### src/rtl/spi_reg_bank.sv
// SPI (mode 0) slave exposing a small bank of write/read registers.
// Frame: R/W bit (1 = write), address, data; all MSB first, sampled on sync sclk rising edges.
module spi_reg_bank #(
    parameter int ADDR_W      = 7,
    parameter int DATA_W      = 8,
    parameter int NUM_REGS    = 5,
    parameter int SYNC_STAGES = 2,
    parameter logic [NUM_REGS*DATA_W-1:0] RST_VAL = '0
) (
    input  logic                       clk,
    input  logic                       rst,
    input  logic                       sclk,
    input  logic                       copi,
    input  logic                       ncs,
    output logic                       cipo,
    output logic                       cipo_oe,
    output logic [NUM_REGS*DATA_W-1:0] regs_o,
    output logic                       wr_strobe_o,
    output logic [ADDR_W-1:0]          wr_addr_o,
    output logic                       err_frame_o,
    output logic                       err_addr_o,
    output logic [7:0]                 frame_cnt_o,
    output logic [1:0]                 state_o
);
    localparam int FRAME_LEN = 1 + ADDR_W + DATA_W;
    localparam int CNT_W     = $clog2(FRAME_LEN + 2);

    typedef enum logic [1:0] {IDLE = 2'd0, SHIFT = 2'd1, COMMIT = 2'd2, ABORT = 2'd3} state_t;
    state_t state;

    logic [SYNC_STAGES-1:0]    sclk_sync, copi_sync, ncs_sync;
    logic                      sclk_d, ncs_d;
    logic [CNT_W-1:0]          cnt;
    logic [FRAME_LEN-1:0]      sh;
    logic [DATA_W-1:0]         rd_sh;
    logic                      rd_active;
    logic [NUM_REGS*DATA_W-1:0] regs_q;

    always_ff @(posedge clk) begin
        if (rst) begin
            sclk_sync <= '0;
            copi_sync <= '0;
            ncs_sync  <= '0;
            sclk_d    <= 1'b0;
            ncs_d     <= 1'b0;
        end else begin
            sclk_sync <= {sclk_sync[SYNC_STAGES-2:0], sclk};
            copi_sync <= {copi_sync[SYNC_STAGES-2:0], copi};
            ncs_sync  <= {ncs_sync[SYNC_STAGES-2:0], ncs};
            sclk_d    <= sclk_sync[SYNC_STAGES-1];
            ncs_d     <= ncs_sync[SYNC_STAGES-1];
        end
    end

    logic sclk_s, copi_s, ncs_s;
    logic sclk_rise, sclk_fall, ncs_rise, ncs_fall;
    assign sclk_s    = sclk_sync[SYNC_STAGES-1];
    assign copi_s    = copi_sync[SYNC_STAGES-1];
    assign ncs_s     = ncs_sync[SYNC_STAGES-1];
    assign sclk_rise = sclk_s & ~sclk_d;
    assign sclk_fall = ~sclk_s & sclk_d;
    assign ncs_rise  = ncs_s & ~ncs_d;
    assign ncs_fall  = ~ncs_s & ncs_d;

    logic [FRAME_LEN-1:0] sh_next;
    logic                 frame_wr;
    logic [ADDR_W-1:0]    frame_addr;
    logic [DATA_W-1:0]    frame_data;
    logic                 addr_ok;
    assign sh_next    = {sh[FRAME_LEN-2:0], copi_s};
    assign frame_wr   = sh[FRAME_LEN-1];
    assign frame_addr = sh[FRAME_LEN-2 -: ADDR_W];
    assign frame_data = sh[DATA_W-1:0];
    assign addr_ok    = 32'(frame_addr) < NUM_REGS;

    // Unimplemented addresses read back as zero.
    function automatic logic [DATA_W-1:0] reg_at(input logic [ADDR_W-1:0] a);
        reg_at = '0;
        for (int i = 0; i < NUM_REGS; i++)
            if (a == ADDR_W'(i)) reg_at = regs_q[i*DATA_W +: DATA_W];
    endfunction

    always_ff @(posedge clk) begin
        if (rst) begin
            state       <= IDLE;
            cnt         <= '0;
            sh          <= '0;
            rd_sh       <= '0;
            rd_active   <= 1'b0;
            regs_q      <= RST_VAL;
            wr_strobe_o <= 1'b0;
            wr_addr_o   <= '0;
            err_frame_o <= 1'b0;
            err_addr_o  <= 1'b0;
            frame_cnt_o <= '0;
        end else begin
            wr_strobe_o <= 1'b0;
            err_frame_o <= 1'b0;
            err_addr_o  <= 1'b0;
            case (state)
                IDLE: begin
                    if (ncs_fall) begin
                        state     <= SHIFT;
                        cnt       <= '0;
                        sh        <= '0;
                        rd_active <= 1'b0;
                    end
                end
                SHIFT: begin
                    // ncs release wins over an sclk edge seen in the same cycle.
                    if (ncs_rise) begin
                        state     <= (cnt == CNT_W'(FRAME_LEN)) ? COMMIT : ABORT;
                        rd_active <= 1'b0;
                    end else if (sclk_rise) begin
                        if (cnt < CNT_W'(FRAME_LEN)) sh <= sh_next;
                        if (cnt < CNT_W'(FRAME_LEN + 1)) cnt <= cnt + CNT_W'(1);
                        if (cnt == CNT_W'(ADDR_W) && !sh_next[ADDR_W]) begin
                            rd_active <= 1'b1;
                            rd_sh     <= reg_at(sh_next[ADDR_W-1:0]);
                        end
                    end else if (sclk_fall && rd_active && cnt > CNT_W'(ADDR_W + 1)) begin
                        // Advance only after the host has sampled the current data bit.
                        rd_sh <= {rd_sh[DATA_W-2:0], 1'b0};
                    end
                end
                COMMIT: begin
                    state <= IDLE;
                    if (frame_wr) begin
                        if (addr_ok) begin
                            for (int i = 0; i < NUM_REGS; i++)
                                if (frame_addr == ADDR_W'(i))
                                    regs_q[i*DATA_W +: DATA_W] <= frame_data;
                            wr_strobe_o <= 1'b1;
                            wr_addr_o   <= frame_addr;
                            frame_cnt_o <= frame_cnt_o + 8'd1;
                        end else begin
                            err_addr_o <= 1'b1;
                        end
                    end
                end
                ABORT: begin
                    state       <= IDLE;
                    err_frame_o <= 1'b1;
                end
                default: state <= IDLE;
            endcase
        end
    end

    assign cipo_oe = rd_active & ~ncs_s;
    assign cipo    = cipo_oe & rd_sh[DATA_W-1];
    assign regs_o  = regs_q;
    assign state_o = state;
endmodule
### config.mk
export PLATFORM = sky130hd
export DESIGN_NAME = spi_reg_bank
export DESIGN_NICKNAME = d
export VERILOG_FILES = /design/src/rtl/spi_reg_bank.sv
export SDC_FILE = /design/constraint.sdc
export NUM_CORES = 1
export LEC_CHECK = 0
export BUFFER_PORTS_ARGS = -buffer_cell sky130_fd_sc_hd__buf_2
export CAP_MARGIN = 10
export CORE_UTILIZATION = 61
export DETAILED_ROUTE_END_ITERATION = 6
export PLACE_DENSITY = 0.86
export RECOVER_POWER = 50
export SETUP_SLACK_MARGIN = 0.3
export SYNTH_ARGS = -nofsm -noshare
export SYNTH_HDL_FRONTEND = slang
export SYNTH_SLANG_ARGS = --single-unit
### constraint.sdc
create_clock -name clk -period 4.4 [get_ports clk]
set_input_delay 0.66 -clock clk [delete_from_list [all_inputs] [get_ports clk]]
set_output_delay 0.66 -clock clk [all_outputs]
set_load 0.05 [all_outputs]
* Yosys cells after proc, flatten, opt, wreduce, memory -nomap -nowiden
Index checks and enable logic that the tools add are counted.
Word-level totals: register bits after elaboration 98, logic and storage cells 113
Cells by class: $add $sub $neg 2, magnitude comparators 4, equality and inequality tests 22, mux-type cells 30, bitwise gates (word level) 13, reduce and logical (&&, ||, !) cells 22
Operators with widths (number):
- $mux 16 | 4
- $mux 8 | 8
- $pmux 16 s2 | 1
- $eq 7x2->1 const B | 4
- $reduce_and 4->1 | 7
- $mux 5 | 4
- $eq 7x1->1 const B | 2
- $eq 7x3->1 const B | 2
- $logic_not 7->1 | 2
- $ne 2x2->1 const B | 6
- $lt 5x5->1 const B | 2
- $pmux 5 s2 | 1
- $reduce_and 5->1 | 2
- $add 8x1->8 const B | 1
- $mux 1 | 8
- $lt 7x3->1 const B | 1
- $not 1->1 | 7
- $and 1x1->1 | 6
- $ne 3x3->1 const B | 2
- $pmux 2 s3 | 1
- $add 5x1->5 const B | 1
- $eq 5x3->1 const B | 1
- $eq 5x5->1 const B | 1
- $gt 5x4->1 const B | 1
- 13 further kinds | 18

* Logic depth before layout (Yosys ltp)
word-level depth 8, mapped depth 7, gate-level depth less buffers 6

* Worst setup path after synthesis
OpenSTA, ideal clock, no wires.
path kind reg-to-reg, from reg state[0], in the netlist state_o[0], to reg rd_sh[0], arrival 2211 ps, required time 4328 ps, setup slack 2117 ps, cell stages (with the launch flop) 7, period minus slack after synthesis 2283 ps, cells stage by stage dfxtp_1 -> buf_2 -> nand2b_1 -> nor4_1 -> a21o_1 -> buf_2 -> mux2i_1
On the way: longest elaborated chain between the ends 2
RTL lines:
- start: declaration | RTL line 29 | state_t state;
- start signal: assignment | RTL line 112 | state <= (cnt == CNT_W'(FRAME_LEN)) ? COMMIT : ABORT;
- $eq 2x1->1 | RTL line 100 | case (state)
- $reduce_and 4->1 (no source line)
- end signal: assignment | RTL line 119 | rd_sh <= reg_at(sh_next[ADDR_W-1:0]);
- end signal: assignment | RTL line 123 | rd_sh <= {rd_sh[DATA_W-2:0], 1'b0};
- end: declaration | RTL line 35 | logic [DATA_W-1:0] rd_sh;
Every way passes these cells. A chain may end at the register's enable or synchronous reset.

* Worst setup path in the final report
from reg state[1], in the netlist state_o[1], to reg regs_q[18], in the netlist regs_o[18]
On the way: longest elaborated chain between the ends 2
RTL lines:
- $eq 2x2->1 | RTL line 100
- $reduce_and 4->1 (no source line)
- end signal: indexed assignment | RTL line 132 | regs_q[i*DATA_W +: DATA_W] <= frame_data;
- end: declaration | RTL line 37 | logic [NUM_REGS*DATA_W-1:0] regs_q;
Every way passes these cells.

==> impl_metrics.json <==
{
  "outcome": "finished, final reports clean",
  "yosys-top-cells-count": "dfxtp_1, nor2_1, mux2i_1, a21oi_1, clkbuf_1",
  "hold_buffers": 0,
  "fin_hold_ws_ns": 0.433,
  "clock_latency_ns": 0.36,
  "power_density_nw_per_um2": 317,
  "yosys.cell_count.top_type": "dfxtp_1",
  "vias": 3830,
  "rsz0062_at_grt": "no",
  "r2r-start": "state_o[1]$_SDFFE_PP0P_",
  "fillers": 580,
  "ys_seq_elements": 98,
  "fin_worst_skew_ns": 0.0101,
  "worst_r2r_path_depth": 4,
  "antenna_found_initial": 0,
  "fp.dieH_um": 86.9,
  "worstHoldStart": "sclk_sync[0]$_SDFF_PP0_",
  "wl_met3_um": 583,
  "cts_tree": "built",
  "drt-total-wl_um": 10300,
  "initial_core_util": 0.640,
  "grt_pass1_wl_um": 16500,
  "hold_viol": 0,
  "leakage_nw": 1.73,
  "synth_top_family_by_area": "simple AND/OR/NAND/NOR gates",
  "setup_viol": 0,
  "yosysTopAreaCellShare": 0.446,
  "synth_ff_type": "dfxtp_1",
  "highest_layer": "met4",
  "cts_buffers": 9,
  "cts_sinks": 98,
  "ioPinCount": 67,
  "total_power_mw": 1.54,
  "hold_path.class": "flop to flop",
  "synth_cells": 479,
  "critPathCaptureType": "flop",
  "crit_path_start_kind": "flop",
  "worstSetupStartpoint": "state_o[1]$_SDFFE_PP0P_",
  "area_growth_pct": 10.1,
  "synthesis.area_um2": 4400,
  "ant_nets": 0,
  "grt_pass1_vias": 3395,
  "fin_crit_ns": 2.96,
  "critPathArrivalTime_ns": 3.15,
  "maxCapViolCount": 0,
  "tightest_slew_ns": 1.35,
  "clk_pin_slew_ns": 0.10,
  "fin_nets": 531,
  "portBuffers": 66,
  "synth_simple_gate_area_frac": 0.236,
  "n_antenna_cell": 0,
  "synth_area_leader_cell": "dfxtp_1",
  "seq_area_frac_synth": 0.446,
  "drc": 0,
  "overflow": 0,
  "met1_length_um": 4620,
  "synth_fp_nets": 487,
  "vias_per_cell": 6.14,
  "grt_start_max_net_pins": 70,
  "avgSynthCellArea_um2": 9.18,
  "grt_use_total": 0.280,
  "drt-initial-drc-count": 266,
  "yosys.cell_types.count": 49,
  "core_um2": 6870,
  "root_buffer": "clkbuf_8",
  "synth_area_leaders": "dfxtp_1, mux2i_1, nor2_1, a21oi_1, nand4b_1",
  "clockBufferDepth": 2,
  "hold_path_end": "sclk_sync[1]$_SDFF_PP0_",
  "postCtsSetupBuffers": 0,
  "die-area_um2": 7560,
  "ir_worst_vdd_v": 0.000173,
  "whs_path_depth": 1,
  "first_pass_iters": 5,
  "synthMuxAreaShare": 0.111,
  "synth_edf_count": 0,
  "die_x_um": 86.9,
  "post_synth_xor_area_fraction": 0.00398,
  "slew_headroom": 0.103,
  "max_freq_ghz": 0.338,
  "placementRows": 30,
  "dp_hpwl_um": 6910,
  "period_share": 0.673,
  "async_flop_share": 0,
  "synthAdderAreaFrac": 0.00853,
  "cts_max_level": 3,
  "fin_tns_setup_ns": 0,
  "cts_resized": 0,
  "yosys_warnings": 0,
  "reg2reg_to": "regs_o[18]$_SDFFE_PP0P_",
  "critPathKind": "flop to flop",
  "drt-wirelength-per-cell_um": 16.5,
  "dr_wl_met2_um": 4720,
  "critPathRequiredTime_ns": 4.59,
  "slew_viol_final": 0,
  "synth-compound-area-share": 0.154,
  "routabilityCongestion": 0.875,
  "rrSetupSlack_ns": 1.44,
  "cp_max_fo": 41,
  "drive_gt1_frac": 0.0663
}
cell usage in the layout, fill, tap and decap left out, types with 8 or more instances in the layout:
master	n
nor2_1	53
or4_1	8
nand2b_1	9
clkbuf_8	9
a21oi_1	37
nor3_1	8
nand4b_1	17
a211oi_1	8
o21ai_0	20
mux2i_1	49
o221ai_1	8
a31oi_1	9
nor2b_1	17
clkbuf_1	61
dfxtp_1	98
nand2_1	19
through the flow:
stage               utilization  cells  cell area (um2)  setup WS [ns]
finish                    0.705    624             4840           1.44
floorplan                     -    479             4400           2.12
global route              0.705    624             4840           1.28
global placement          0.687    607             4720           1.57
CTS                       0.716    623             4920           1.48
detailed placement        0.687    607             4720           1.52
layer usage:
metal,up-vias,global-route usage
met3,29,0.0303
met5,-,0
met4,0,0.139
li1,1821,-
met2,155,0.450
met1,1825,0.377
worst max-delay path by stage:
| stage | slack [ns] | to |
|---|---|---|
| detailed placement | 1.52 | rd_sh[0]$_SDFFE_PP0P_ |
| CTS | 1.48 | rd_sh[0]$_SDFFE_PP0P_ |
| floorplan | 2.12 | rd_sh[0]$_SDFFE_PP0P_ |
| global placement | 1.57 | rd_sh[0]$_SDFFE_PP0P_ |
| global route | 1.28 | regs_o[18]$_SDFFE_PP0P_ |
| finish | 1.44 | regs_o[18]$_SDFFE_PP0P_ |
state kept, by name (all words and copies together), names as in the netlist:
register	count
regs_o	40
sh	16
frame_cnt_o	8
rd_sh	8
wr_addr_o	7
cnt	5
copi_sync	2
ncs_sync	2
sclk_sync	2
state_o	2
err_addr_o	1
err_frame_o	1
ncs_d	1
rd_active	1
sclk_d	1
wr_strobe_o	1
kinds of logic (layout without fill, tap and decap cells):
group / after synthesis / in the layout
DFF: 98 / 98
xor gates and xnor gates: 2 / 2
and+or+nand+nor: 177 / 177
buffers and inverters: 43 / 92
muxes: 49 / 49
adders and majority gates: 3 / 3
AOI/OAI and AO/OA: 107 / 107
power breakdown:
part	switching, mW	internal (mW)
logic	0.0313	0.0137
clock network	0.319	0.268
registers	0.0142	0.891
layout make-up:
type | count | area [um2] | area share
clock buffer | 9 | 124 | 0.0256
sequential | 98 | 1960 | 0.405
timing repair buffer | 69 | 272 | 0.0561
inverter | 7 | 26.3 | 0.00542
multi-input combinational | 338 | 2260 | 0.467
tap | 96 | 120 | 0.0248
clock inverter | 7 | 77.6 | 0.0160
critical path: stages (launching register included):
cell	delay (ns)
dfxtp_1	0.99
nand3b_1	0.54
or4_1	0.91
mux2i_1	0.28
nor2_1	0.07
Note: power is estimated with default switching activity, not from simulation.
